### config.mk
export PLATFORM = sky130hd
export DESIGN_NAME = i2c_wr_sequencer_flat
export DESIGN_NICKNAME = d
export VERILOG_FILES = /design/src/rtl/i2c_wr_sequencer_if.sv /design/src/rtl/i2c_wr_sequencer.sv /design/src/flat_wrapper.sv
export SDC_FILE = /design/constraint.sdc
export NUM_CORES = 1
export LEC_CHECK = 0
export CORE_UTILIZATION = 45
export CTS_CLUSTER_SIZE = 12
export DETAILED_ROUTE_END_ITERATION = 7
export DONT_BUFFER_PORTS = 1
export GPL_TIMING_DRIVEN = 0
export SLEW_MARGIN = 40
export SYNTH_ARGS = -nofsm -noshare
export SYNTH_HDL_FRONTEND = slang
export SYNTH_SLANG_ARGS = --single-unit
### constraint.sdc
create_clock -name Clk -period 4.35 [get_ports Clk]
set_clock_uncertainty 0.15 [all_clocks]
set_input_delay 0.2175 -clock Clk [delete_from_list [all_inputs] [get_ports Clk]]
set_output_delay 0.2175 -clock Clk [all_outputs]
set_load 0.02 [all_outputs]
### src/rtl/i2c_wr_sequencer_if.sv
// Request and register-bus bundle between the requesting logic, i2c_wr_sequencer and the I2C master top.
// master = sequencer view, slave = view of the environment (requester plus I2C master core).
interface i2c_wr_sequencer_if;
    logic       Req_valid;
    logic       Req_ready;
    logic [6:0] Req_dev;
    logic [7:0] Req_reg;
    logic [7:0] Req_data;
    logic       Busy;
    logic       Done;
    logic       Err_nack;
    logic       Err_al;
    logic       Err_to;
    logic [7:0] Addr;
    logic [7:0] DataOut;
    logic [7:0] DataIn;
    logic       Wr;
    logic       Int;

    modport master (
        input  Req_valid, Req_dev, Req_reg, Req_data, DataIn, Int,
        output Req_ready, Busy, Done, Err_nack, Err_al, Err_to, Addr, DataOut, Wr
    );

    modport slave (
        output Req_valid, Req_dev, Req_reg, Req_data, DataIn, Int,
        input  Req_ready, Busy, Done, Err_nack, Err_al, Err_to, Addr, DataOut, Wr
    );
endinterface

### src/rtl/i2c_wr_sequencer.sv
// Turns one {dev, reg, data} request into START/addr+W/reg/data/STOP on the I2C master register bus.
// Optional Int-wait timeout with master disable/re-enable: define I2C_WR_SEQUENCER_TIMEOUT_EN.
module i2c_wr_sequencer #(
    parameter logic [7:0]  PRESCALE = 8'd49,
    parameter logic [7:0]  ADDR_PRE = 8'h00,
    parameter logic [7:0]  ADDR_CTR = 8'h02,
    parameter logic [7:0]  ADDR_TXR = 8'h03,
    parameter logic [7:0]  ADDR_CR  = 8'h04,
    parameter logic [7:0]  ADDR_SR  = 8'h04
`ifdef I2C_WR_SEQUENCER_TIMEOUT_EN
    ,
    parameter logic [15:0] TIMEOUT  = 16'd50000
`endif
) (
    input  logic                Clk,
    input  logic                Rst,
    i2c_wr_sequencer_if.master  bus
);

    localparam logic [7:0] CMD_STA_WR = 8'h90;
    localparam logic [7:0] CMD_WR     = 8'h10;
    localparam logic [7:0] CMD_WR_STO = 8'h50;
    localparam logic [7:0] CMD_STO    = 8'h40;
    localparam logic [7:0] CMD_IACK   = 8'h01;
    localparam logic [7:0] CTR_EN     = 8'h80;
    localparam logic [1:0] IDX_LAST   = 2'd2;

    typedef enum logic [3:0] {
        S_INIT_PRE,
        S_INIT_CTR,
        S_IDLE,
        S_LD_TX,
        S_CMD,
        S_WAIT,
        S_IACK,
        S_STOP,
        S_WAIT_S,
        S_IACK_S,
        S_FIN
`ifdef I2C_WR_SEQUENCER_TIMEOUT_EN
        ,
        S_TO_DIS,
        S_TO_EN
`endif
    } state_e;

    state_e     state_q, state_d;
    logic [1:0] idx_q, idx_d;
    logic [6:0] dev_q, dev_d;
    logic [7:0] reg_addr_q, reg_addr_d;
    logic [7:0] data_q, data_d;
    logic       sr_rxack_q, sr_rxack_d;
    logic       sr_al_q, sr_al_d;
    logic       pend_nack_q, pend_nack_d;
    logic       pend_al_q, pend_al_d;
    logic [7:0] addr_q, addr_d;
    logic [7:0] dout_q, dout_d;
    logic       wr_q, wr_d;
    logic       ready_q, ready_d;
    logic       busy_q, busy_d;
    logic       done_q, done_d;
    logic       err_nack_q, err_nack_d;
    logic       err_al_q, err_al_d;
`ifdef I2C_WR_SEQUENCER_TIMEOUT_EN
    logic [15:0] cnt_q, cnt_d;
    logic        pend_to_q, pend_to_d;
    logic        err_to_q, err_to_d;
`endif

    // Only RxACK and AL steer the sequence; the remaining status bits are informational.
    logic unused_status_s;
    assign unused_status_s = ^{bus.DataIn[6], bus.DataIn[4:0]};

    function automatic logic [7:0] tx_byte(input logic [1:0] idx, input logic [6:0] dev,
                                           input logic [7:0] reg_addr, input logic [7:0] data);
        logic [7:0] b;
        case (idx)
            2'd0:    b = {dev, 1'b0};
            2'd1:    b = reg_addr;
            default: b = data;
        endcase
        return b;
    endfunction

    function automatic logic [7:0] cmd_byte(input logic [1:0] idx);
        logic [7:0] c;
        case (idx)
            2'd0:    c = CMD_STA_WR;
            2'd1:    c = CMD_WR;
            default: c = CMD_WR_STO;
        endcase
        return c;
    endfunction

    // Next-state and registered-output decode.
    always_comb begin
        state_d     = state_q;
        idx_d       = idx_q;
        dev_d       = dev_q;
        reg_addr_d  = reg_addr_q;
        data_d      = data_q;
        sr_rxack_d  = sr_rxack_q;
        sr_al_d     = sr_al_q;
        pend_nack_d = pend_nack_q;
        pend_al_d   = pend_al_q;
        addr_d      = addr_q;
        dout_d      = dout_q;
        wr_d        = 1'b0;
        ready_d     = ready_q;
        busy_d      = busy_q;
        done_d      = 1'b0;
        err_nack_d  = err_nack_q;
        err_al_d    = err_al_q;
`ifdef I2C_WR_SEQUENCER_TIMEOUT_EN
        cnt_d       = cnt_q;
        pend_to_d   = pend_to_q;
        err_to_d    = err_to_q;
`endif
        case (state_q)
            S_INIT_PRE: begin
                wr_d    = 1'b1;
                addr_d  = ADDR_PRE;
                dout_d  = PRESCALE;
                state_d = S_INIT_CTR;
            end
            S_INIT_CTR: begin
                wr_d    = 1'b1;
                addr_d  = ADDR_CTR;
                dout_d  = CTR_EN;
                state_d = S_IDLE;
            end
            S_IDLE: begin
                // Acceptance uses the registered ready so the handshake matches what the requester saw.
                if (ready_q && bus.Req_valid) begin
                    dev_d       = bus.Req_dev;
                    reg_addr_d  = bus.Req_reg;
                    data_d      = bus.Req_data;
                    idx_d       = 2'd0;
                    ready_d     = 1'b0;
                    busy_d      = 1'b1;
                    err_nack_d  = 1'b0;
                    err_al_d    = 1'b0;
                    pend_nack_d = 1'b0;
                    pend_al_d   = 1'b0;
`ifdef I2C_WR_SEQUENCER_TIMEOUT_EN
                    err_to_d    = 1'b0;
                    pend_to_d   = 1'b0;
`endif
                    state_d     = S_LD_TX;
                end else begin
                    ready_d = 1'b1;
                end
            end
            S_LD_TX: begin
                wr_d    = 1'b1;
                addr_d  = ADDR_TXR;
                dout_d  = tx_byte(idx_q, dev_q, reg_addr_q, data_q);
                state_d = S_CMD;
            end
            S_CMD: begin
                wr_d    = 1'b1;
                addr_d  = ADDR_CR;
                dout_d  = cmd_byte(idx_q);
`ifdef I2C_WR_SEQUENCER_TIMEOUT_EN
                cnt_d   = 16'd0;
`endif
                state_d = S_WAIT;
            end
            S_WAIT: begin
                addr_d = ADDR_SR;
                if (bus.Int) begin
                    sr_rxack_d = bus.DataIn[7];
                    sr_al_d    = bus.DataIn[5];
                    state_d    = S_IACK;
                end
`ifdef I2C_WR_SEQUENCER_TIMEOUT_EN
                else if (cnt_q >= TIMEOUT - 16'd1) begin
                    state_d = S_TO_DIS;
                end else begin
                    cnt_d = cnt_q + 16'd1;
                end
`else
                else begin
                    state_d = S_WAIT;
                end
`endif
            end
            S_IACK: begin
                wr_d   = 1'b1;
                addr_d = ADDR_CR;
                dout_d = CMD_IACK;
                if (sr_al_q) begin
                    pend_al_d = 1'b1;
                    state_d   = S_FIN;
                end else if (sr_rxack_q) begin
                    // The last byte's command already carried STO, so no separate STOP is needed.
                    if (idx_q != IDX_LAST) begin
                        state_d = S_STOP;
                    end else begin
                        pend_nack_d = 1'b1;
                        state_d     = S_FIN;
                    end
                end else if (idx_q != IDX_LAST) begin
                    idx_d   = idx_q + 2'd1;
                    state_d = S_LD_TX;
                end else begin
                    state_d = S_FIN;
                end
            end
            S_STOP: begin
                wr_d    = 1'b1;
                addr_d  = ADDR_CR;
                dout_d  = CMD_STO;
`ifdef I2C_WR_SEQUENCER_TIMEOUT_EN
                cnt_d   = 16'd0;
`endif
                state_d = S_WAIT_S;
            end
            S_WAIT_S: begin
                addr_d = ADDR_SR;
                if (bus.Int) begin
                    state_d = S_IACK_S;
                end
`ifdef I2C_WR_SEQUENCER_TIMEOUT_EN
                else if (cnt_q >= TIMEOUT - 16'd1) begin
                    state_d = S_TO_DIS;
                end else begin
                    cnt_d = cnt_q + 16'd1;
                end
`else
                else begin
                    state_d = S_WAIT_S;
                end
`endif
            end
            S_IACK_S: begin
                wr_d        = 1'b1;
                addr_d      = ADDR_CR;
                dout_d      = CMD_IACK;
                pend_nack_d = 1'b1;
                state_d     = S_FIN;
            end
            S_FIN: begin
                done_d     = 1'b1;
                busy_d     = 1'b0;
                err_nack_d = pend_nack_q;
                err_al_d   = pend_al_q;
`ifdef I2C_WR_SEQUENCER_TIMEOUT_EN
                err_to_d   = pend_to_q;
`endif
                state_d    = S_IDLE;
            end
`ifdef I2C_WR_SEQUENCER_TIMEOUT_EN
            // A stuck bus is cleared by bouncing the master's enable.
            S_TO_DIS: begin
                wr_d    = 1'b1;
                addr_d  = ADDR_CTR;
                dout_d  = 8'h00;
                state_d = S_TO_EN;
            end
            S_TO_EN: begin
                wr_d      = 1'b1;
                addr_d    = ADDR_CTR;
                dout_d    = CTR_EN;
                pend_to_d = 1'b1;
                state_d   = S_FIN;
            end
`endif
            default: begin
                state_d = S_INIT_PRE;
            end
        endcase
    end

    // State, request/status capture and output registers.
    always_ff @(posedge Clk or posedge Rst) begin
        if (Rst) begin
            state_q     <= S_INIT_PRE;
            idx_q       <= 2'd0;
            dev_q       <= 7'd0;
            reg_addr_q  <= 8'd0;
            data_q      <= 8'd0;
            sr_rxack_q  <= 1'b0;
            sr_al_q     <= 1'b0;
            pend_nack_q <= 1'b0;
            pend_al_q   <= 1'b0;
            addr_q      <= 8'd0;
            dout_q      <= 8'd0;
            wr_q        <= 1'b0;
            ready_q     <= 1'b0;
            busy_q      <= 1'b0;
            done_q      <= 1'b0;
            err_nack_q  <= 1'b0;
            err_al_q    <= 1'b0;
`ifdef I2C_WR_SEQUENCER_TIMEOUT_EN
            cnt_q       <= 16'd0;
            pend_to_q   <= 1'b0;
            err_to_q    <= 1'b0;
`endif
        end else begin
            state_q     <= state_d;
            idx_q       <= idx_d;
            dev_q       <= dev_d;
            reg_addr_q  <= reg_addr_d;
            data_q      <= data_d;
            sr_rxack_q  <= sr_rxack_d;
            sr_al_q     <= sr_al_d;
            pend_nack_q <= pend_nack_d;
            pend_al_q   <= pend_al_d;
            addr_q      <= addr_d;
            dout_q      <= dout_d;
            wr_q        <= wr_d;
            ready_q     <= ready_d;
            busy_q      <= busy_d;
            done_q      <= done_d;
            err_nack_q  <= err_nack_d;
            err_al_q    <= err_al_d;
`ifdef I2C_WR_SEQUENCER_TIMEOUT_EN
            cnt_q       <= cnt_d;
            pend_to_q   <= pend_to_d;
            err_to_q    <= err_to_d;
`endif
        end
    end

    assign bus.Addr      = addr_q;
    assign bus.DataOut   = dout_q;
    assign bus.Wr        = wr_q;
    assign bus.Req_ready = ready_q;
    assign bus.Busy      = busy_q;
    assign bus.Done      = done_q;
    assign bus.Err_nack  = err_nack_q;
    assign bus.Err_al    = err_al_q;
`ifdef I2C_WR_SEQUENCER_TIMEOUT_EN
    assign bus.Err_to    = err_to_q;
`else
    assign bus.Err_to    = 1'b0;
`endif

endmodule

### src/flat_wrapper.sv
// flat-port wrapper written by rule: the top's interface ports become plain ports
module i2c_wr_sequencer_flat 
#(
    parameter logic [7:0]  PRESCALE = 8'd49,
    parameter logic [7:0]  ADDR_PRE = 8'h00,
    parameter logic [7:0]  ADDR_CTR = 8'h02,
    parameter logic [7:0]  ADDR_TXR = 8'h03,
    parameter logic [7:0]  ADDR_CR  = 8'h04,
    parameter logic [7:0]  ADDR_SR  = 8'h04

)
  (Clk, Rst, bus_Req_valid, bus_Req_dev, bus_Req_reg, bus_Req_data, bus_DataIn, bus_Int, bus_Req_ready, bus_Busy, bus_Done, bus_Err_nack, bus_Err_al, bus_Err_to, bus_Addr, bus_DataOut, bus_Wr);
  i2c_wr_sequencer_if bus_i ();
  input  logic Clk;
  input  logic Rst;
  input wire logic [$bits(bus_i.Req_valid)-1:0] bus_Req_valid;
  input wire logic [$bits(bus_i.Req_dev)-1:0] bus_Req_dev;
  input wire logic [$bits(bus_i.Req_reg)-1:0] bus_Req_reg;
  input wire logic [$bits(bus_i.Req_data)-1:0] bus_Req_data;
  input wire logic [$bits(bus_i.DataIn)-1:0] bus_DataIn;
  input wire logic [$bits(bus_i.Int)-1:0] bus_Int;
  output wire logic [$bits(bus_i.Req_ready)-1:0] bus_Req_ready;
  output wire logic [$bits(bus_i.Busy)-1:0] bus_Busy;
  output wire logic [$bits(bus_i.Done)-1:0] bus_Done;
  output wire logic [$bits(bus_i.Err_nack)-1:0] bus_Err_nack;
  output wire logic [$bits(bus_i.Err_al)-1:0] bus_Err_al;
  output wire logic [$bits(bus_i.Err_to)-1:0] bus_Err_to;
  output wire logic [$bits(bus_i.Addr)-1:0] bus_Addr;
  output wire logic [$bits(bus_i.DataOut)-1:0] bus_DataOut;
  output wire logic [$bits(bus_i.Wr)-1:0] bus_Wr;
  assign bus_i.Req_valid = bus_Req_valid;
  assign bus_i.Req_dev = bus_Req_dev;
  assign bus_i.Req_reg = bus_Req_reg;
  assign bus_i.Req_data = bus_Req_data;
  assign bus_i.DataIn = bus_DataIn;
  assign bus_i.Int = bus_Int;
  assign bus_Req_ready = bus_i.Req_ready;
  assign bus_Busy = bus_i.Busy;
  assign bus_Done = bus_i.Done;
  assign bus_Err_nack = bus_i.Err_nack;
  assign bus_Err_al = bus_i.Err_al;
  assign bus_Err_to = bus_i.Err_to;
  assign bus_Addr = bus_i.Addr;
  assign bus_DataOut = bus_i.DataOut;
  assign bus_Wr = bus_i.Wr;
  i2c_wr_sequencer #(.PRESCALE(PRESCALE), .ADDR_PRE(ADDR_PRE), .ADDR_CTR(ADDR_CTR), .ADDR_TXR(ADDR_TXR), .ADDR_CR(ADDR_CR), .ADDR_SR(ADDR_SR)) u_core (.Clk(Clk), .Rst(Rst), .bus(bus_i));
endmodule
Yosys cells after proc, flatten, opt, wreduce, memory -nomap -nowiden
Index checks and enable logic that the tools add are counted.

word-level totals
  logic and storage cells = 86
  flip-flop bits (word level) = 55
  output and inout bits = 23

cells by class
  add/sub/neg operators = 1
  muxes and demuxes = 31
  equal/unequal tests = 19
  reductions and logical operators = 18

operators with widths
  kind                                                                     number
  8-bit case mux with 6 select lines                                       1
  4-bit case mux with 10 select lines                                      1
  8-bit case mux with 2 select lines                                       2
  8-bit case mux with 4 select lines                                       1
  4-bit two-way mux                                                        5
  4-bit by 3-bit == test with 1-bit output, second input constant          4
  4-bit == test, second input constant                                     3
  1-bit two-way mux                                                        10
  2-bit two-way mux                                                        5
  5-bit AND reduction                                                      2
  4-bit by 2-bit == test with 1-bit output, second input constant          2
  2-bit by 1-bit inequality test with 1-bit output, second input constant  4
  2-bit inequality test, second input constant                             4
  1-bit case mux with 2 select lines                                       4
  7-bit OR reduction                                                       1
  2-bit AND reduction                                                      3
  6-bit nonzero test                                                       1
  6-bit OR reduction                                                       1
  4-bit by 1-bit == test with 1-bit output, second input constant          1
  4-bit zero test                                                          1
  2-bit case mux with 2 select lines                                       1
  2-bit nonzero test                                                       2
  4-bit nonzero test                                                       1
  2-bit OR reduction                                                       2
  7 further kinds                                                          7

Logic depth before layout (Yosys ltp)
  depth after elaboration = 5
  gate-level depth with buffers = 7

Worst setup path after synthesis
OpenSTA, ideal clock, no wires.

  kind = register to register
  start = reg u_core.idx_q[0]
  end = reg u_core.dout_q[6] (netlist: u_core.bus.DataOut[6])
  setup time = 0.065 ns
  cell stages (with the launch flop) = 8
  required time = 4.135 ns
  path slack = 2.650 ns
  path buffers = 1
  arrival = 1.485 ns
  path through = dfrtp_1 inv_1 ha_1 buf_2 nor2_1 nand3_1 a211oi_1 a21o_1

between the ends
  cells in the longest elaborated chain, start to end = 3
  elaborated cells on any way between the ends = 5
  those cells by class = eq/ne: 1; mux: 3; reduce/logical: 1

RTL lines
  item                                                                                RTL line                                        source
  start: declaration                                                                  i2c_wr_sequencer.sv:48                          logic [1:0] idx_q, idx_d;
  start signal: assignment                                                            i2c_wr_sequencer.sv:302                         idx_q <= idx_d;
  2-bit by 1-bit == test with 1-bit output / 2-bit zero test (equally long branches)  i2c_wr_sequencer.sv:77, i2c_wr_sequencer.sv:87
  8-bit case mux with 2 select lines (on tied branches)                               i2c_wr_sequencer.sv:87, i2c_wr_sequencer.sv:77
  8-bit case mux with 6 select lines *                                                i2c_wr_sequencer.sv:119                         case (state_q)
  end signal: assignment                                                              i2c_wr_sequencer.sv:311                         dout_q <= dout_d;
  end: declaration                                                                    i2c_wr_sequencer.sv:57                          logic [7:0] dout_q, dout_d;

Every way passes the cells marked *; elsewhere a longest branch is shown, timed or not.
A chain may end at the register's enable or synchronous reset.

Worst setup path in the final report
Same ends and word-level chain as after synthesis.

==> results.txt <==
----------------------------------------------------
[Run status]
  Result of the run ... completed

[Global routing]
  Met3 Resource Use GR ... 0.05221
  Sum of overflow across all layers after global routing ... 0
  Number of global-route vias before repair ... ~1.7k
  Most Crowded Layer GR ... met2
  Number of antenna violations at the first check in global routing ... 0
  GRT Total Usage ... 0.2024
  GRT met1 Usage ... 0.2809
  Largest net degree at the start of global routing ... 33
  Global-route wire length before repair ... between 8 and 9 mm
  Fraction of met2 tracks used by global routing ... 0.3103

[Hold path]
  Worst min-delay path startpoint ... bus_Int
  Hold Path Stages ... 2
  Endpoint, Worst Hold ... u_core.sr_rxack_q
  Kind of path behind the tightest hold check ... in -> reg

[Route]
  Number of vias per cell after detailed routing ... 5.299
  Total Routed Length ... 5.068 mm
  Number of iterations in the first detailed-routing pass ... 4
  Antenna-violating nets left ... 0
  Final routed DRC violation total ... 0
  Via count of the routed design ... ~1.7k
  First-iteration detailed-routing DRC count ... 95
  Post-detailed-route wirelength per cell ... between 15 and 20 um

[Die]
  Die Area ... ~0.0056 mm^2
  Starting utilization of the core area ... 0.4667
  Area of the core region ... just over 0.005 mm^2
  Rows ... 26
  Floorplan die width ... about 75 um
  Vertical die dimension ... roughly 75 um
  I/O pin cnt ... 58

[Critical path]
  Crit path buffers/inverters ... 2
  Cell with the largest stage delay on the worst path ... sky130_fd_sc_hd__nor2_1
  Worst setup path category ... reg -> reg
  Nature of the critical path startpoint ... flop
  Crit path max-delay family ... simple AND/OR/NAND/NOR gates
  Crit. End Element ... flop
  Cell breakdown of the critical path ... inv_1 > ha_1 > buf_2 > nor2_1 > nand3_1 > a211oi_1 > a21o_1
  Reg-to-Reg Start ... u_core.idx_q[0]
  Arrival time worst endpoint ... approximately 2.2 ns
  Crit path depth ... 7
  Register-to-register path setup slack ... ~2.3 ns
  Crit path max fanout ... 10
  CP peak stage delay ... between 0.4 and 0.5 ns
  End of the worst register-to-register path ... u_core.bus.DataOut[6]
  WP data required ... 4.45 ns
  Cells on worst reg2reg path ... 7

[Synth]
  Biggest area contributors in the synthesized netlist ... sky130_fd_sc_hd__dfrtp_1 (52%), sky130_fd_sc_hd__mux2_2 (10%), sky130_fd_sc_hd__buf_4 (3.1%)
  Number of enable-type register cells in the synthesized netlist ... 0
  Cell count after synthesis ... approximately 210
  Share of synthesized flip-flops with an asynchronous set or reset ... 1.000
  Synth Area per Inst ... between 10 and 15 um^2
  Area of the mapped netlist ... approximately 0.0024 mm^2
  Largest area contributor in the synthesized netlist ... sky130_fd_sc_hd__dfrtp_1
  Top-area cell type share of the netlist area ... 0.5249
  Synthesis warning total ... 0
  Count of unique library cells instantiated by Yosys ... 42
  Count of state elements after synthesis ... 50
  Most used flip-flop cell after synthesis ... sky130_fd_sc_hd__dfrtp_1
  Register area share after synthesis ... 0.5249

[STA]
  Total negative slack for setup checks ... 0 ns
  Final number of hold-violating endpoints ... 0
  Measured slew at the worst slew-check pin ... roughly 0.6 ns
  Count of pins over their slew limit ... 0
  Final hold slack ... around 0.052 ns
  RSZ-0062 raised after global routing ... no
  Worst slew margin relative to its limit ... 0.5980
  Final worst-path cycle share ... 0.4747
  Count of final setup violators ... 0
  Highest Clock Rate ... 484.3 MHz
  Minimum period implied by the final worst setup slack ... approximately 2.1 ns

[Placed design]
  IO Port Bufs ... 0
  Half-perimeter wire length after detailed placement ... 3.533 mm
  Final RePlAce weighted congestion ... 0.8531

[Pwr]
  Worst voltage drop across the vdd grid ... roughly 0.35 mV
  Static Leakage ... 1.275 nW
  PwrDens ... approximately 700 mW/mm^2

[Clock network]
  H-tree levels ... 2
  Maximum count of clock buffers along a single path ... 2
  Number of buffers inserted to repair setup after CTS ... 0
  CTS tree ... built
  Clock buffers created by TritonCTS ... 5
  Clk pin slew, worst setup/hold paths ... 0.09 ns
  Post-CTS resize count ... 0
  Clock root cell ... sky130_fd_sc_hd__clkbuf_8
  Cts-stage hold buffer count ... 26
  Number of sinks on the clock net ... 50
  Clk Latency, worst-skew pair ... 0.30 ns

[Layout]
  Synth-to-Final Area Change ... 21.05%
  Final layout net count ... between 200 and 300
  Most frequent cells in the layout ... sky130_fd_sc_hd__dfrtp_1 (50), sky130_fd_sc_hd__dlygate4sd3_1 (26), sky130_fd_sc_hd__mux2_2 (22)
  Number of inserted diodes ... 0
  Most common cell after layout, fill and taps aside ... sky130_fd_sc_hd__dfrtp_1
  Fraction of layout instances using a drive strength above 1 ... 0.2072
  # fillers ... approximately 460
  Total area of multi-input combinational cells ... 978.4 um^2
  Total area of sequential cells ... about 0.0013 mm^2

[Run]
  Max-cap viol count ... 0

----------------------------------------------------
## power by group
group	switching [mW]	internal [mW]	leakage, nW
sequential	0.211	0.677	0.615
clock	0.148	0.184	0.0573
combinational	0.450	0.395	0.603
total	0.809	1.26	1.28
## logic make-up (layout without fill, tap and decap cells)
kind of cell               count (synthesis)  in the layout  synth area share
AOI/OAI and AO/OA                         56             56            0.1622
DFF                                       50             50            0.5249
and+or+nand+nor                           46             46           0.09659
buffers and inverters                     29             63           0.07244
muxes                                     27             27            0.1265
adders and majority gates                  3              3           0.01575
other                                      1              6          0.001573
## synth_stat cells (all sizes together) (4+ instances only)
cell	count
dfrtp	50
mux2	25
buf	18
nand2	17
nor2	12
a21oi	11
inv	10
o21ai	10
a22o	5
nand2b	4
nand3	4
o211ai	4
## state kept, by name, indices dropped and copies added, names as in the netlist
register,flops
u_core.bus.DataOut,8
u_core.data_q,8
u_core.reg_addr_q,8
u_core.dev_q,7
u_core.state_q,4
u_core.bus.Addr,3
u_core.idx_q,2
u_core.bus.Busy,1
u_core.bus.Done,1
u_core.bus.Err_al,1
u_core.bus.Err_nack,1
u_core.bus.Req_ready,1
u_core.bus.Wr,1
u_core.pend_al_q,1
u_core.pend_nack_q,1
u_core.sr_al_q,1
u_core.sr_rxack_q,1
## worst max path at each step
| stage | end | slack, ns | from |
|---|---|---|---|
| global route | u_core.bus.DataOut[6] | 2.05 | u_core.idx_q[0] |
| finish | u_core.bus.DataOut[6] | 2.29 | u_core.idx_q[0] |
| detailed placement | u_core.bus.DataOut[6] | 2.26 | u_core.idx_q[0] |
| global placement | u_core.reg_addr_q[7] | 2.20 | Rst |
| CTS | u_core.bus.DataOut[6] | 2.24 | u_core.idx_q[0] |
| floorplan | u_core.bus.DataOut[6] | 2.65 | u_core.idx_q[0] |
## per-layer routing
metal | part of all wire | routed length (um) | vias up
met1 | 0.48 | 2454 | 819
li1 | - | - | 827
met3 | 0.048 | 245 | 9
met2 | 0.45 | 2305 | 46
met5 | 0 | 0 | -
met4 | 0.012 | 62 | 0
## final cells by class
class	count	share of cell area
Multi-Input combinational cell	138	0.3391
Tap cell	70	0.03036
Buffer	19	0.04683
Clock inverter	1	0.01041
Timing Repair Buffer	27	0.09714
Sequential cell	50	0.4337
Inverter	10	0.01388
Clock buffer	6	0.02862
## through the flow
stage | setup slack (ns) | instance area [um^2] | utilization | cells | total power [mW]
CTS | 2.240 | 2885 | 0.5649 | 321 | 2.082
global placement | 2.198 | 2490 | 0.4875 | 287 | 1.709
global route | 2.049 | 2885 | 0.5649 | 321 | 2.225
finish | 2.285 | 2885 | 0.5649 | 321 | 2.065
floorplan | 2.650 | 2402 | - | 217 | 1.521
detailed placement | 2.262 | 2512 | 0.4919 | 288 | 1.727
No activity file was read; power rests on OpenSTA's default activity.
